### src/rtl/instr_player_if.sv
// Host/core-facing bundle for instr_player: program load channel, playback
// control, instruction stream and status.
interface instr_player_if #(
  parameter int DATAWIDTH = 32,
  parameter int DEPTH     = 16
);
  localparam int PW = $clog2(DEPTH);
  localparam int CW = PW + 1;

  logic                 load_valid_i;
  logic [DATAWIDTH-1:0] load_data_i;
  logic                 load_ready_o;
  logic                 load_clear_i;
  logic                 start_i;
  logic                 mode_i;
  logic                 stop_i;
  logic [DATAWIDTH-1:0] instr_o;
  logic                 instr_valid_o;
  logic                 instr_ready_i;
  logic                 busy_o;
  logic                 done_o;
  logic [CW-1:0]        count_o;
  logic [PW-1:0]        pc_o;
  logic [15:0]          loops_o;

  // The player itself.
  modport slave (
    input  load_valid_i, load_data_i, load_clear_i, start_i, mode_i, stop_i,
           instr_ready_i,
    output load_ready_o, instr_o, instr_valid_o, busy_o, done_o, count_o,
           pc_o, loops_o
  );

  // Whoever loads the program and consumes the instruction stream.
  modport master (
    output load_valid_i, load_data_i, load_clear_i, start_i, mode_i, stop_i,
           instr_ready_i,
    input  load_ready_o, instr_o, instr_valid_o, busy_o, done_o, count_o,
           pc_o, loops_o
  );
endinterface

### src/rtl/instr_player.sv
// Instruction player: stores a small program, then replays it word by word to
// a core over a valid/ready stream, once or in a loop, until HALT/stop/end.
module instr_player #(
  parameter int          DATAWIDTH = 32,
  parameter int          DEPTH     = 16,
  parameter logic [3:0]  HALT_OP   = 4'hF
) (
  input  logic           clk_i,
  input  logic           rst_i,
  instr_player_if.slave  bus
);
  localparam int PW = $clog2(DEPTH);
  localparam int CW = PW + 1;

  typedef enum logic {IDLE, RUN} state_t;

  state_t               state_q, state_d;
  logic [CW-1:0]        count_q, count_d;
  logic [PW-1:0]        pc_q, pc_d;
  logic [15:0]          loops_q, loops_d;
  logic                 mode_q, mode_d;
  logic                 done_q, done_d;
  logic [DATAWIDTH-1:0] instr_q, instr_d;

  logic [DATAWIDTH-1:0] mem [DEPTH];
  logic                 wr_en;
  logic [PW-1:0]        wr_addr;
  logic                 load_ready;
  logic                 xfer;
  logic                 last_word;
  logic                 is_halt;

  assign load_ready = (state_q == IDLE) && (count_q < CW'(DEPTH));
  assign xfer       = (state_q == RUN) && bus.instr_ready_i;
  assign last_word  = ({1'b0, pc_q} == (count_q - CW'(1)));
  assign is_halt    = (instr_q[3:0] == HALT_OP);
  assign wr_addr    = count_q[PW-1:0];

  always_comb begin
    state_d = state_q;
    count_d = count_q;
    pc_d    = pc_q;
    loops_d = loops_q;
    mode_d  = mode_q;
    done_d  = 1'b0;
    wr_en   = 1'b0;
    case (state_q)
      IDLE: begin
        if (bus.load_clear_i) begin
          count_d = '0;
        end else begin
          if (bus.load_valid_i && load_ready) begin
            wr_en   = 1'b1;
            count_d = count_q + CW'(1);
          end
          // Start qualifies on the pre-load count; a word arriving alongside is still played.
          if (bus.start_i && (count_q != '0)) begin
            state_d = RUN;
            pc_d    = '0;
            loops_d = '0;
            mode_d  = bus.mode_i;
          end
        end
      end
      RUN: begin
        if (xfer) begin
          if (last_word && mode_q) loops_d = loops_q + 16'd1;
          if (is_halt || bus.stop_i || (last_word && !mode_q)) begin
            state_d = IDLE;
            done_d  = 1'b1;
          end else if (last_word) begin
            pc_d = '0;
          end else begin
            pc_d = pc_q + PW'(1);
          end
        end else if (bus.stop_i) begin
          state_d = IDLE;
          done_d  = 1'b1;
        end
      end
      default: state_d = IDLE;
    endcase
    // No writes happen in RUN, so re-reading mem[pc] during a stall yields the held word.
    instr_d = (state_d == RUN) ? mem[pc_d] : '0;
  end

  always_ff @(posedge clk_i) begin
    if (wr_en) mem[wr_addr] <= bus.load_data_i;
  end

  always_ff @(posedge clk_i or posedge rst_i) begin
    if (rst_i) begin
      state_q <= IDLE;
      count_q <= '0;
      pc_q    <= '0;
      loops_q <= '0;
      mode_q  <= 1'b0;
      done_q  <= 1'b0;
      instr_q <= '0;
    end else begin
      state_q <= state_d;
      count_q <= count_d;
      pc_q    <= pc_d;
      loops_q <= loops_d;
      mode_q  <= mode_d;
      done_q  <= done_d;
      instr_q <= instr_d;
    end
  end

  assign bus.load_ready_o  = load_ready;
  assign bus.instr_o       = instr_q;
  assign bus.instr_valid_o = (state_q == RUN);
  assign bus.busy_o        = (state_q == RUN);
  assign bus.done_o        = done_q;
  assign bus.count_o       = count_q;
  assign bus.pc_o          = pc_q;
  assign bus.loops_o       = loops_q;
endmodule

### src/flat_wrapper.sv
// flat-port wrapper written by rule: the top's interface ports become plain ports
module instr_player_flat 
#(
  parameter int          DATAWIDTH = 32,
  parameter int          DEPTH     = 16,
  parameter logic [3:0]  HALT_OP   = 4'hF
)
  (clk_i, rst_i, bus_load_valid_i, bus_load_data_i, bus_load_clear_i, bus_start_i, bus_mode_i, bus_stop_i, bus_instr_ready_i, bus_load_ready_o, bus_instr_o, bus_instr_valid_o, bus_busy_o, bus_done_o, bus_count_o, bus_pc_o, bus_loops_o);
  instr_player_if #(.DATAWIDTH(DATAWIDTH), .DEPTH(DEPTH)) bus_i ();
  input  logic clk_i;
  input  logic rst_i;
  input wire logic [$bits(bus_i.load_valid_i)-1:0] bus_load_valid_i;
  input wire logic [$bits(bus_i.load_data_i)-1:0] bus_load_data_i;
  input wire logic [$bits(bus_i.load_clear_i)-1:0] bus_load_clear_i;
  input wire logic [$bits(bus_i.start_i)-1:0] bus_start_i;
  input wire logic [$bits(bus_i.mode_i)-1:0] bus_mode_i;
  input wire logic [$bits(bus_i.stop_i)-1:0] bus_stop_i;
  input wire logic [$bits(bus_i.instr_ready_i)-1:0] bus_instr_ready_i;
  output wire logic [$bits(bus_i.load_ready_o)-1:0] bus_load_ready_o;
  output wire logic [$bits(bus_i.instr_o)-1:0] bus_instr_o;
  output wire logic [$bits(bus_i.instr_valid_o)-1:0] bus_instr_valid_o;
  output wire logic [$bits(bus_i.busy_o)-1:0] bus_busy_o;
  output wire logic [$bits(bus_i.done_o)-1:0] bus_done_o;
  output wire logic [$bits(bus_i.count_o)-1:0] bus_count_o;
  output wire logic [$bits(bus_i.pc_o)-1:0] bus_pc_o;
  output wire logic [$bits(bus_i.loops_o)-1:0] bus_loops_o;
  assign bus_i.load_valid_i = bus_load_valid_i;
  assign bus_i.load_data_i = bus_load_data_i;
  assign bus_i.load_clear_i = bus_load_clear_i;
  assign bus_i.start_i = bus_start_i;
  assign bus_i.mode_i = bus_mode_i;
  assign bus_i.stop_i = bus_stop_i;
  assign bus_i.instr_ready_i = bus_instr_ready_i;
  assign bus_load_ready_o = bus_i.load_ready_o;
  assign bus_instr_o = bus_i.instr_o;
  assign bus_instr_valid_o = bus_i.instr_valid_o;
  assign bus_busy_o = bus_i.busy_o;
  assign bus_done_o = bus_i.done_o;
  assign bus_count_o = bus_i.count_o;
  assign bus_pc_o = bus_i.pc_o;
  assign bus_loops_o = bus_i.loops_o;
  instr_player #(.DATAWIDTH(DATAWIDTH), .DEPTH(DEPTH), .HALT_OP(HALT_OP)) u_core (.clk_i(clk_i), .rst_i(rst_i), .bus(bus_i));
endmodule
### config.mk
export PLATFORM = sky130hd
export DESIGN_NAME = instr_player_flat
export DESIGN_NICKNAME = d
export VERILOG_FILES = /design/src/rtl/instr_player_if.sv /design/src/rtl/instr_player.sv /design/src/flat_wrapper.sv
export SDC_FILE = /design/constraint.sdc
export NUM_CORES = 1
export LEC_CHECK = 0
export ABC_CLOCK_PERIOD_IN_PS = 3890
export BUFFER_PORTS_ARGS = -buffer_cell sky130_fd_sc_hd__clkbuf_2
export CAP_MARGIN = 20
export CORE_ASPECT_RATIO = 0.75
export CORE_UTILIZATION = 55
export CTS_CLUSTER_DIAMETER = 40
export CTS_CLUSTER_SIZE = 14
export DETAILED_ROUTE_END_ITERATION = 16
export PLACE_DENSITY = 0.75
export SYNTH_ARGS = -nofsm -noshare
export SYNTH_HDL_FRONTEND = slang
export SYNTH_SLANG_ARGS = --single-unit
### constraint.sdc
create_clock -name clk_i -period 3.89 [get_ports clk_i]
set_clock_uncertainty 0.1 [all_clocks]
set_input_delay 0.1945 -clock clk_i [delete_from_list [all_inputs] [get_ports clk_i]]
set_output_delay 0.1945 -clock clk_i [all_outputs]
set_load 0.02 [all_outputs]
**Word level (Yosys, flattened, before mapping)**

Memory sizes are Yosys's and may differ from the RTL's.
Index checks and enable logic that the tools add are counted.

- ROM bits: 0
- Bits in registers: 60
- Bits in writable memories: 512
- Logic and storage cells: 64
- Bits in latches: 0
- Input bits: 40
- Output and inout port bits: 61
- Memories: 1

Memory list:

| name | depth | width | read ports | clocked after Yosys merged registers in | write ports | line | text |
|---|---|---|---|---|---|---|---|
| u_core.mem | 16 | 32 | 1 | 0 | 1 | instr_player.sv:25 | `logic [DATAWIDTH-1:0] mem [DEPTH];` |

- Multipliers: 0
- Add/sub/neg operators: 4
- Equality and inequality tests: 6
- Bitwise operators: 2
- $lt $le $gt $ge: 1
- Reductions and logical operators: 14
- Multiplexer cells: 29
- Shift-type cells: 0
- Div/mod/pow operators: 0

Operators by type and width:

| kind | count |
|---|---|
| $mux 16 | 4 |
| $mux 32 | 1 |
| $pmux 16 s2 | 1 |
| $mux 4 | 5 |
| $add 16x1->16 const B | 1 |
| $mux 1 | 14 |
| $mux 5 | 2 |
| $ne 2x2->1 const B | 4 |
| $pmux 4 s2 | 1 |
| $logic_and 1x1->1 | 6 |
| $add 5x1->5 const B | 1 |
| $eq 4x5->1 | 1 |
| $lt 5x5->1 const B | 1 |
| $reduce_bool 5->1 | 1 |
| $sub 5x1->5 const B | 1 |
| $add 4x1->4 const B | 1 |
| $eq 4x4->1 const B | 1 |
| $reduce_and 4->1 | 1 |
| $reduce_and 3->1 | 1 |
| $logic_or 1x1->1 | 2 |
| $not 1->1 | 2 |
| $pmux 1 s2 | 1 |
| $reduce_and 2->1 | 1 |
| $reduce_bool 2->1 | 1 |
| $logic_not 1->1 | 1 |

**Longest topological paths before layout**

Gate-level depths: netlist of run 1.
An unclocked memory read counts as a cell.

- Word-level depth: 9
- Gate-level depth with buffers: 14

**Worst setup path before layout of run 1**

Ideal clock, no wire load.

- Path kind: reg2reg
- Start point: register u_core.state_q (netlist: u_core.bus.busy_o)
- End point: memory u_core.mem[3][0] (enable)
- Setup time: 461 ps
- Stages on the path, launching flop included: 6
- Setup slack: -247 ps
- Data arrival time: 3576 ps
- Clock period less this slack: 4137 ps
- Path buffers: 2
- Required time: 3329 ps
- Path through: dfrtp_1 clkbuf_1 clkbuf_1 nor3_1 nand2_1 nor3_1

- Word-level cells in the longest chain between the ends: 8

RTL lines:

| what | line | text |
|---|---|---|
| start, declared | instr_player.sv:17 | `state_t state_q, state_d;` |
| start signal, assigned | instr_player.sv:101 | `state_q <= state_d;` |
| $not 1->1 (no source line) | -- |  |
| $logic_and 1x1->1 | instr_player.sv:33 | `assign load_ready = (state_q == IDLE) && (count_q < CW'(DEPTH));` |
| $logic_and 1x1->1 | instr_player.sv:52 | `if (bus.load_valid_i && load_ready) begin` |
| $mux 1 | instr_player.sv:52 |  |
| $mux 1 | instr_player.sv:49 | `if (bus.load_clear_i) begin` |
| $mux 1 (*) | instr_player.sv:47 | `case (state_q)` |
| $mux 1 (*) | instr_player.sv:88 | `if (wr_en) mem[wr_addr] <= bus.load_data_i;` |
| $mux 1 (implied by the code) (*) | instr_player.sv:88 |  |
| end, declared | instr_player.sv:25 |  |

Every way passes the cells marked *; elsewhere a longest branch is shown, timed or not.

**Worst setup path after layout of run 1**

- Start point: register u_core.count_q[0] (netlist: u_core.bus.count_o[0])
- End point: register u_core.instr_q[5] (netlist: u_core.bus.instr_o[5])

- Word-level cells in the longest chain between the ends: 9
- Elaborated cells on any way between the ends: 19
- Those cells by class: add/sub: 1; eq/ne: 1; mux: 12; reduce/logical: 4; memory: 1

RTL lines:

| what | line | text |
|---|---|---|
| start, declared | instr_player.sv:18 | `logic [CW-1:0] count_q, count_d;` |
| start signal, assigned | instr_player.sv:102 | `count_q <= count_d;` |
| $sub 5x1->5 | instr_player.sv:35 | `assign last_word = ({1'b0, pc_q} == (count_q - CW'(1)));` |
| $eq 4x5->1 | instr_player.sv:35 |  |
| $logic_and 1x1->1 | instr_player.sv:68 | `if (is_halt \|\| bus.stop_i \|\| (last_word && !mode_q)) begin` |
| $logic_or 1x1->1 | instr_player.sv:68 |  |
| $mux 4 | instr_player.sv:68 |  |
| $mux 4 | instr_player.sv:66 | `if (xfer) begin` |
| $pmux 4 s2 | instr_player.sv:47 |  |
| $mem_v2 16x32 | -- |  |
| $mux 32 (*) | instr_player.sv:84 | `instr_d = (state_d == RUN) ? mem[pc_d] : '0;` |
| via u_core.instr_d[5] | instr_player.sv:23 | `logic [DATAWIDTH-1:0] instr_q, instr_d;` |
| end signal, assigned | instr_player.sv:107 | `instr_q <= instr_d;` |
| end, declared | instr_player.sv:23 |  |

The timed path passes the listed nets; every way through them passes the cells marked *.
A chain may end at the register's enable or synchronous reset.

==> results of run 1 <==
[sequential cells by signal, summed over array words and instances (netlist names)]
name,count
u_core.bus.busy_o,1
u_core.bus.loops_o,16
u_core.mem,512
u_core.bus.pc_o,4
u_core.bus.done_o,1
u_core.bus.instr_o,32
u_core.bus.count_o,5
u_core.mode_q,1
[power groups by stage]
stage	Sequential (mW)	Clock, mW	Combinational [mW]
2_1_floorplan	7.15	0	1.76
3_3_place_gp	7.07	0	2.67
3_5_place_dp	7.08	0	2.73
4_1_cts	6.95	5.26	2.78
5_1_grt	6.96	5.49	3.02
6_report	6.95	5.20	2.80
[critical path: cells and delay by family (launching register included)]
family | cells | cell delay, ns
flip-flops | 1 | 0.46
buffers and inverters | 2 | 0.65
AO/OA/AOI/OAI | 6 | 1.36
adder cells (fa/ha/maj) | 1 | 0.27
AND/OR/NAND/NOR | 2 | 0.64
[cell families after synthesis]
kind of cell               Yosys count  synth area share [%]
DFF                                572                  72.5
and+or+nand+nor                    436                  9.68
buffers and inverters              138                  2.74
muxes                               35                  1.94
xor gates and xnor gates            18                 0.678
adders and majority gates            6                 0.323
AOI/OAI and AO/OA                  429                  12.1
[metrics by stage]
step,instance area [sq um],power (mW),utilization (%),hold slack (ns)
finish,26900,15.0,65.2,0.0860
global route,26900,15.5,65.2,0.110
CTS,26900,15.0,65.2,0.0380
detailed placement,24800,9.81,60.0,0.209
global placement,24800,9.75,60.0,0.208
floorplan,23300,8.91,-,0.184
[worst max-delay path by stage]
stage / start / endpoint / slack (ns)
global placement: u_core.bus.count_o[0] / u_core.bus.instr_o[13] / 0.47
detailed placement: u_core.bus.count_o[0] / u_core.bus.instr_o[12] / 0.33
CTS: u_core.bus.count_o[0] / u_core.bus.instr_o[5] / 0.29
global route: u_core.bus.count_o[0] / u_core.bus.instr_o[5] / 0.08
floorplan: u_core.bus.busy_o / u_core.mem[15][0] / 0.61
finish: u_core.bus.count_o[0] / u_core.bus.instr_o[5] / 0.25
[layout make-up]
class                           instances  area share (%)
Clock buffer                           84            5.79
Clock inverter                         18           0.716
Inverter                               10           0.153
Multi-Input combinational cell        924            22.2
Sequential cell                       572            62.7
Tap cell                              561            2.61
Timing Repair Buffer                  191            5.83
[timing repair]
action | CTS | global route
endpoints found under the setup margin | 0 | 0
hold buffers | 39 | 0
endpoints found under the hold margin | 541 | 0
[per-layer routing]
metal  GRT usage (%)  routed length, microns  up-vias
li1                -                       -     6598
met1            39.6                   24000     7597
met2            41.3                   26900      830
met3            4.66                    5460      107
met4            7.77                    1320        0
met5               0                       0        -
[layout by cell type (no fill, tap or decap), types with 32 or more instances in the layout]
cell / synthesis / final
edfxtp_1: 512 / 512
nand3_1: 171 / 171
o21ai_0: 105 / 105
a21oi_1: 104 / 103
clkbuf_2: 0 / 100
nand2_1: 92 / 91
dfrtp_1: 60 / 60
o211ai_1: 59 / 59
clkbuf_16: 0 / 58
and3_1: 39 / 39
dlygate4sd3_1: 0 / 39
nor3_1: 40 / 36
a31oi_1: 34 / 34
nand4b_1: 33 / 33
a22o_1: 32 / 32
==> reports/summary.txt, run 1 <==
Critical Path Fanout Max - 55
Worst VDD drop - 0.433 mV
Die Wd - 240 microns
Startpoint types - flip-flop
Worst slew pin tran - 0.829 ns
Cell with the most instances after synthesis - edfxtp_1
Worst reg2reg startpoint - u_core.bus.count_o[0]
Layout filler cell count - 2851
Max cap viols - 0
Die H - 180 microns
Total grt overflow - 0
Post-Synthesis Net Count - 1680
Synthesis-to-layout area growth - 15.6%
CTS tree - yes
F_max - 275 MHz
R2r endpoint - u_core.bus.instr_o[5]
Count of state elements after synthesis - 572
Proportion of layout cells with a drive suffix above 1 - 16.2%
Clock Latency Late Sink - 0.59 ns
Initial DRT Pass Iterations - 5
Seq pwr share - 46.5%
Pwr dens - 556 nW/um^2
Syn Inst Count - 1634
CP arrival - 4.03 ns
Gpl congestion - 0.825
Hold Vio Cnt, Final - 0
Cts repair resizes - 0
Clk slew on worst S/H paths - 0.07 ns
Post-Syn Area - 23300 sq um
Standard-cell row count - 64
Seq/Total Area, Yosys - 72.5%
Crit-path max cell delay - 0.47 ns
Vias - 15100
Comb pwr share - 18.8%
Slew Limit Headroom - 44.6%
Hold Path End - u_core.bus.count_o[1]
Post-CTS setup buffer count - 0
Crit path kind - flip-flop to flip-flop
Initial antenna violation count - 0
Vias in the first global route - 14600
HP Class - input pin to flip-flop
Area of the multi-input gates - 5970 sq um
Reg2reg path depth - 11
Gr usage total - 26.9%
IO Count - 101
FF/Latch Area - 16900 sq um
DRC errors left - 0
Htree depth - 2
Ranking of synthesized cells by area - edfxtp_1, dfrtp_1, nand3_1
Worst EP required - 4.28 ns
Slowest-stage cell, CP - buf_4
Hold path depth - 4
Routed WL per cell - 24.5 microns
Placed insts - 2219
Initial core utilization - 56.4%
R2R setup slack - 0.25 ns
HP Start - bus_load_valid_i
Clk root buf - clkbuf_16
TNS Setup - 0 ns
First-pass GRT wire length - 87700 microns
Max-slew violations - 0
Largest area contributor in the netlist - edfxtp_1
Die Area - 43100 sq um
Number of synthesized flops with an enable pin - 512
Most common library cells after synthesis - edfxtp_1, nand3_1, o21ai_0
Post-synth top flop - edfxtp_1
Synth unique cells - 63
Ys async rst share - 10.5%
Final setup fails - 0
Drt via density - 6.41
Ant. Diodes - 0
DP HPWL - 29900 microns
Setup Slack @ Placement - 0.332 ns
Tmin final - 3.64 ns
CTS Sinks - 572
Clock power frac - 34.8%
Pleak - 9.25 nW
Synth top area share - 66.1%
Final WS setup - 0.253 ns
Total CTS buffers - 54
Internal - 10.8 mW
Final Non-Filler Cells - 2360
Nets - 1799
RSZ-0062 raised after global routing - no
Crit path cell chain - inv_1 > ha_1 > or3b_4 > o22ai_4 > o211a_2 > o21a_4 > buf_4 > o21ai_0 > a31oi_1 > nand4b_1 > o211ai_1
Antenna Violating Nets Remaining - 0
Port bufs - 100
Final WL - 57700 microns
Maximum number of pins on one net before global-route repair - 129
Status - finished clean
Avg Synthesized Cell Area - 14.2 sq um
Synth Warn # - 0
Critical Path End Type - flip-flop
Clock buffer depth - 3
P_sw - 4.16 mW
DRT iter0 DRCs - 1929
Core area - 41200 sq um
Switch share - 27.8%
Final worst path period share - 93.5%
Note: power is estimated with default switching activity, not from simulation.
==> run 2, diff against run 1 <==
- ABC_AREA: unset -> 1
==> run 2 against run 1 <==
Non-clock buffer count fell by 4. First-iteration DRC count rose by 20%. Largest cell class unchanged. Via count grew 7.0%. Critical path depth rose by 6.
==> reports/summary.txt, run 2 <==
Initial DRT Pass Iterations - 6 (was 5)
Die Wd - 241 microns (was 240 microns)
Final WL - 58200 microns (was 57700 microns)
Initial core utilization - 55.8% (was 56.4%)
Vias in the first global route - 15200 (was 14600)
Standard-cell row count - 65 (was 64)
Post-Synthesis Net Count - 2069 (was 1680)
F_max - 269 MHz (was 275 MHz)
Worst EP required - 4.31 ns (was 4.28 ns)
Vias - 16200 (was 15100)
Pleak - 10.0 nW (was 9.25 nW)
Tmin final - 3.71 ns (was 3.64 ns)
Most common library cells after synthesis - nand3_1, edfxtp_1, nand2_1 (was edfxtp_1, nand3_1, o21ai_0)
Syn Inst Count - 2023 (was 1634)
Largest area contributor in the netlist - edfxtp_1 (unchanged)
Ys async rst share - 10.5% (unchanged)
Crit path kind - flip-flop to flip-flop (unchanged)
Post-CTS setup buffer count - 0 (unchanged)
Maximum number of pins on one net before global-route repair - 193 (was 129)
FF/Latch Area - 16900 sq um (unchanged)
Proportion of layout cells with a drive suffix above 1 - 12.1% (was 16.2%)
Count of state elements after synthesis - 572 (unchanged)
Final setup fails - 0 (unchanged)
Ranking of synthesized cells by area - edfxtp_1, nand3_1, nand2_1 (was edfxtp_1, dfrtp_1, nand3_1)
Synth Warn # - 0 (unchanged)
Critical Path Fanout Max - 111 (was 55)
Clock Latency Late Sink - 0.59 ns (about the same)
Clock buffer depth - 3 (unchanged)
Worst hold margin - 0.190 ns (was 0.0860 ns)
GR Util met3 - 3.96% (was 4.66%)
Die H - 181 microns (was 180 microns)
Antenna Violating Nets Remaining - 0 (unchanged)
Post-Synth Adder-Cell Area - 0.319% (was 0.323%)
Pwr dens - 689 nW/um^2 (was 556 nW/um^2)
Drt via density - 5.90 (was 6.41)
Routed WL per cell - 21.2 microns (was 24.5 microns)
DP HPWL - 30000 microns (was 29900 microns)
Post-synth top flop - edfxtp_1 (unchanged)
RSZ-0062 raised after global routing - no (unchanged)
Cell with the most instances after synthesis - nand3_1 (was edfxtp_1)
Die Area - 43600 sq um (was 43100 sq um)
Final WS setup - 0.179 ns (was 0.253 ns)
Largest register FFs - 512 (unchanged)
DRT iter0 DRCs - 2311 (was 1929)
Startpoint types - flip-flop (unchanged)
GR Layer Usage met2 - 41.8% (was 41.3%)
Critical Path End Type - flip-flop (unchanged)
Core area - 42100 sq um (was 41200 sq um)
Met1 global-route usage - 39.1% (was 39.6%)
HP Class - input pin to flip-flop (unchanged)
Clk slew on worst S/H paths - 0.06 ns (was 0.07 ns)
Synth top area share - 65.4% (was 66.1%)
Seq/Total Area, Yosys - 71.7% (was 72.5%)
Setup Slack @ Placement - 0.386 ns (was 0.332 ns)
Placed insts - 2609 (was 2219)
Number of synthesized flops with an enable pin - 512 (unchanged)
Max cap viols - 0 (unchanged)
Mux share of post-synthesis cell area - 0% (was 1.94%)
CTS tree - yes (unchanged)
Worst slew pin tran - 1.01 ns (was 0.829 ns)
Hold Vio Cnt, Final - 0 (unchanged)
DRC errors left - 0 (unchanged)
CTS Sinks - 572 (unchanged)
Total grt overflow - 0 (unchanged)
Fraction of the mapped netlist area in simple logic gates - 23.3% (was 9.68%)
Avg Synthesized Cell Area - 11.6 sq um (was 14.2 sq um)
IO Count - 101 (unchanged)
CP arrival - 4.13 ns (was 4.03 ns)
Port bufs - 100 (unchanged)
Area of the multi-input gates - 5950 sq um (was 5970 sq um)
Gr busiest metal - met2 (unchanged)
Nets - 2178 (was 1799)
Synth unique cells - 32 (was 63)
Largest register by flop count - u_core.mem (unchanged)
Initial antenna violation count - 2 (was 0)
First-pass GRT wire length - 88800 microns (was 87700 microns)
Htree depth - 2 (unchanged)
XOR/XNOR share of the synthesized area - 0.0745% (was 0.678%)
Largest family of logic cells by synthesized area - simple AND/OR/NAND/NOR gates (was compound AO/OA/AOI/OAI gates)
Worst VDD drop - 0.620 mV (was 0.433 mV)
Gr usage total - 26.9% (about the same)
Most frequent cells in the layout - nand3_1, edfxtp_1, nand2_1 (was edfxtp_1, nand3_1, o21ai_0)
Clk root buf - clkbuf_16 (unchanged)
Gpl congestion - 0.877 (was 0.825)
TNS Setup - 0 ns (unchanged)
Post-Syn Area - 23500 sq um (was 23300 sq um)
Final Non-Filler Cells - 2745 (was 2360)
Max-slew violations - 0 (unchanged)
Slew Limit Headroom - 32.8% (was 44.6%)
Post-synthesis compound-gate area fraction - 0.803% (was 12.1%)
Status - finished clean (unchanged)
Commonest non-fill, non-tap cell in the layout - nand3_1 (was edfxtp_1)
Total CTS buffers - 53 (was 54)
Final worst path period share - 95.4% (was 93.5%)
Synthesis-to-layout area growth - 13.7% (was 15.6%)
Final core utilization - 63.5% (was 65.2%)
Layout filler cell count - 3236 (was 2851)
[run 2: changes by cell type in the layout (fill, tap and decap cells not counted), sizes merged, moves of 32 or more]
cell | before | now
nand4b | 33 | 0
nand2 | 92 | 489
mux2 | 32 | 0
and3 | 39 | 1
o211ai | 65 | 0
o21ai | 107 | 16
nand3 | 171 | 593
a21oi | 106 | 13
nor2 | 38 | 141
o21a | 33 | 0
a31oi | 34 | 0
a22o | 32 | 0
[run 2: cell families (layout without fill, tap and decap cells)]
logic type	Yosys count	in the layout
flip-flops	572	572
AND/OR/NAND/NOR	1242	1242
AO/OA/AOI/OAI	33	33
other	0	2
buffers and inverters	168	319
XOR/XNOR	2	2
adder cells (fa/ha/maj)	6	6
[run 2: metrics by stage]
| step | power (mW) | area (sq um) |
|---|---|---|
| 2_1_floorplan | 11.8 | 23500 |
| 6_report | 18.4 | 26700 |
| 5_1_grt | 19.4 | 26700 |
| 3_5_place_dp | 13.6 | 24800 |
| 3_3_place_gp | 13.4 | 24800 |
| 4_1_cts | 18.4 | 26700 |
[run 2: layout make-up]
cell class,count,area share [%]
inverter,35,0.505
clock buffer,80,5.49
clock inverter,17,0.510
tap,569,2.66
antenna,2,0.0187
multi-input combinational,1283,22.2
timing repair buffer,187,5.50
sequential,572,63.1
[run 2: critical path, cell delays in order (launching register included)]
cell and delay [ns]:
dfrtp_1 0.50, inv_1 0.17, ha_1 0.36, nand2_1 0.08
inv_1 0.04, nor2_1 0.11, nand3_1 0.10, nor2_2 0.15
nand3_2 0.19, nand4_4 0.19, buf_12 0.40, buf_12 0.39
nand3_1 0.15, nand3_1 0.14, nand3_1 0.11, nand3_1 0.12
nand2_1 0.08, nor2_1 0.09
[run 2: where the power goes]
group	internal (mW)	leakage, nW	switching [mW]	total [mW]
sequential	6.98	5.43	0.165	7.14
combinational	1.95	3.85	4.48	6.43
clock	2.64	0.762	2.24	4.87
total	11.6	10.0	6.88	18.4
[run 2: path summary, 6_finish.rpt]
| check | endpoint | start | slack (ns) | cells past startpoint |
|---|---|---|---|---|
| max in group asynchronous | u_core.bus.loops_o[4] | rst_i | 2.60 | 4 |
| min in group asynchronous | u_core.bus.instr_o[27] | rst_i | 0.20 | 3 |
| worst max-delay path | u_core.bus.instr_o[26] | u_core.bus.count_o[0] | 0.18 | 17 |
| worst min register to register | u_core.bus.loops_o[15] | u_core.bus.loops_o[15] | 0.39 | 1 |
| worst max register to register | u_core.bus.instr_o[26] | u_core.bus.count_o[0] | 0.18 | 17 |
| worst min-delay path | u_core.bus.loops_o[12] | bus_start_i | 0.19 | 7 |
[run 2: timing repair]
item,CTS,global route
gates resized for setup,0,0
hold endpoints to repair,553,0
hold buffers,37,0
[run 2: metal layers]
metal / routed length (microns) / part of all wire, % / vias up
met5: 0 / 0 / -
met4: 1740 / 3.0 / 0
met2: 27200 / 47 / 867
met1: 23900 / 41 / 7821
met3: 5320 / 9.1 / 124
li1: - / - / 7385
==> run 3, diff against run 2 <==
--- a/config.mk
+++ b/config.mk
@@ -16,4 +16,5 @@
 export DETAILED_ROUTE_END_ITERATION = 16
 export PLACE_DENSITY = 0.75
+export SLEW_MARGIN = 10
 export SYNTH_ARGS = -nofsm -noshare
 export SYNTH_HDL_FRONTEND = slang
--- a/constraint.sdc
+++ b/constraint.sdc
@@ -3,3 +3,3 @@
 set_input_delay 0.1945 -clock clk_i [delete_from_list [all_inputs] [get_ports clk_i]]
 set_output_delay 0.1945 -clock clk_i [all_outputs]
-set_load 0.02 [all_outputs]
+set_load 0.05 [all_outputs]
==> run 3 against run 2 <==
Sequential share of layout area barely moved. Critical path depth fell by 1. Combinational power rose by 4.0%. Wire length rose by 0.53%. Final area barely moved. Critical path type unchanged. Critical endpoint is now u_core.bus.instr_o[19].
==> reports/summary.txt, run 3 (synthesized netlist as in run 2, its figures left out) <==
Status - finished clean (unchanged)
Final worst path period share - 90.7% (was 95.4%)
Reg2reg path depth - 16 (was 17)
Seq pwr share - 37.9% (was 38.7%)
P_sw - 7.28 mW (was 6.88 mW)
CTS tree - yes (unchanged)
Die Area - 43600 sq um (unchanged)
Startpoint types - flip-flop (unchanged)
Nets - 2170 (was 2178)
Layout filler cell count - 3169 (was 3236)
Switch share - 38.5% (was 37.3%)
Initial core utilization - 55.8% (unchanged)
Critical Path Fanout Max - 192 (was 111)
Worst reg2reg startpoint - u_core.bus.count_o[0] (unchanged)
Cts repair resizes - 0 (unchanged)
Port bufs - 100 (unchanged)
RSZ-0062 raised after global routing - no (unchanged)
DRT iter0 DRCs - 1955 (was 2311)
FF/Latch Area - 16900 sq um (unchanged)
DP HPWL - 29200 microns (was 30000 microns)
Clk root buf - clkbuf_16 (unchanged)
CTS Sinks - 572 (unchanged)
Clock power frac - 26.8% (was 26.4%)
F_max - 283 MHz (was 269 MHz)
Core area - 42100 sq um (unchanged)
Final WL - 58500 microns (was 58200 microns)
Max cap viols - 0 (unchanged)
Die Wd - 241 microns (unchanged)
Final setup fails - 0 (unchanged)
Gr usage total - 27.1% (was 26.9%)
Vias in the first global route - 15600 (was 15200)
Clk slew on worst S/H paths - 0.06 ns (about the same)
Commonest non-fill, non-tap cell in the layout - nand3_1 (unchanged)
Worst VDD drop - 0.832 mV (was 0.620 mV)
Routed WL per cell - 21.4 microns (was 21.2 microns)
Gpl congestion - 0.872 (was 0.877)
Htree depth - 2 (unchanged)
Hold Vio Cnt, Final - 0 (unchanged)
IO Count - 101 (unchanged)
Clock buffer depth - 3 (unchanged)
Pwr dens - 708 nW/um^2 (was 689 nW/um^2)
Die H - 181 microns (unchanged)
Max-slew violations - 0 (unchanged)
Tmin final - 3.53 ns (was 3.71 ns)
Slew Limit Headroom - 29.4% (was 32.8%)
Internal - 11.7 mW (was 11.6 mW)
Standard-cell row count - 65 (unchanged)
Comb pwr share - 35.3% (was 34.9%)
Initial DRT Pass Iterations - 6 (unchanged)
Total grt overflow - 0 (unchanged)
Largest register by flop count - u_core.mem (unchanged)
Vias - 16100 (was 16200)
Overall Power - 18.9 mW (was 18.4 mW)
Area of the multi-input gates - 5950 sq um (unchanged)
Initial antenna violation count - 2 (unchanged)
Worst slew pin tran - 1.06 ns (was 1.01 ns)
Antenna Violating Nets Remaining - 0 (unchanged)
Clock Latency Late Sink - 0.58 ns (was 0.59 ns)
Largest register FFs - 512 (unchanged)
Maximum number of pins on one net before global-route repair - 193 (unchanged)
CP arrival - 3.91 ns (was 4.13 ns)
TNS Setup - 0 ns (unchanged)
HP Class - input pin to asynchronous set/reset pin (was input pin to flip-flop)
Pleak - 10.0 nW (about the same)
First-pass GRT wire length - 89200 microns (was 88800 microns)
R2r endpoint - u_core.bus.instr_o[19] (was u_core.bus.instr_o[26])
Drt via density - 5.90 (about the same)
Critical Path End Type - flip-flop (unchanged)
Proportion of layout cells with a drive suffix above 1 - 11.9% (was 12.1%)
DRC errors left - 0 (unchanged)
R2R setup slack - 0.36 ns (was 0.18 ns)
Crit path kind - flip-flop to flip-flop (unchanged)
Worst EP required - 4.27 ns (was 4.31 ns)
Total CTS buffers - 54 (was 53)
Synthesis-to-layout area growth - 13.7% (about the same)
Most frequent cells in the layout - nand3_1, edfxtp_1, nand2_1 (unchanged)
-- run 3: timing repair --
action,4_1_cts,5_1_grt
buffers inserted,0,0
hold buffers,37,0
endpoints found under the hold margin,540,0
-- run 3: area by class of cell --
type | count | share of cell area [%]
sequential | 572 | 63.1
multi-input combinational | 1283 | 22.2
clock buffer | 78 | 5.58
timing repair buffer | 178 | 5.20
tap | 569 | 2.66
clock inverter | 20 | 0.734
inverter | 35 | 0.505
antenna | 1 | 0.00935
-- run 3: metal layers --
metal / share of wire (%) / up-vias / GRT usage [%]
met5: 0.014 / - / 0
met4: 2.8 / 2 / 8.30
met3: 9.4 / 137 / 5.27
met2: 47 / 839 / 42.8
met1: 41 / 7792 / 38.3
li1: - / 7361 / -
-- run 3: through the flow --
stage	hold slack (ns)	instance area, sq um	setup WS [ns]	utilization (%)	std cells
3_3_place_gp	0.185	24700	0.572	58.6	2600
4_1_cts	0.106	26700	0.410	63.5	2735
2_1_floorplan	0.193	23500	-0.103	-	2023
3_5_place_dp	0.180	24700	0.450	58.6	2600
5_1_grt	0.170	26800	0.119	63.5	2736
6_report	0.133	26800	0.361	63.5	2736
-- run 3: power groups by stage --
stage	combinational, mW	sequential (mW)	clock, mW
global route	7.35	7.19	5.37
finish	6.69	7.17	5.08
CTS	6.64	7.17	5.11
floorplan	4.37	7.79	0
detailed placement	6.57	7.30	0
global placement	6.45	7.29	0
-- run 3: critical path, cell delays in order (launching register included) --
cell and delay (ns):
dfrtp_1 0.49, inv_1 0.16, ha_1 0.35, nand2_1 0.08, inv_1 0.03, nor2_1 0.07
nand3_1 0.10, nor2_2 0.14, nand3_2 0.18, nand4_4 0.19, buf_12 0.60, nand3_1 0.14
nand3_1 0.14, nand3_1 0.09, nand3_1 0.10, nand2_1 0.07, nor2_1 0.17
-- run 3: worst max-delay path by stage --
stage | slack [ns] | from | cells past startpoint | endpoint
finish | 0.36 | u_core.bus.count_o[0] | 16 | u_core.bus.instr_o[19]
global route | 0.12 | u_core.bus.count_o[0] | 20 | u_core.bus.instr_o[19]
CTS | 0.41 | u_core.bus.count_o[0] | 18 | u_core.bus.instr_o[3]
detailed placement | 0.45 | u_core.bus.count_o[0] | 18 | u_core.bus.instr_o[2]
global placement | 0.57 | u_core.bus.count_o[0] | 20 | u_core.bus.instr_o[19]
floorplan | -0.10 | u_core.bus.busy_o | 6 | u_core.mem[11][0]
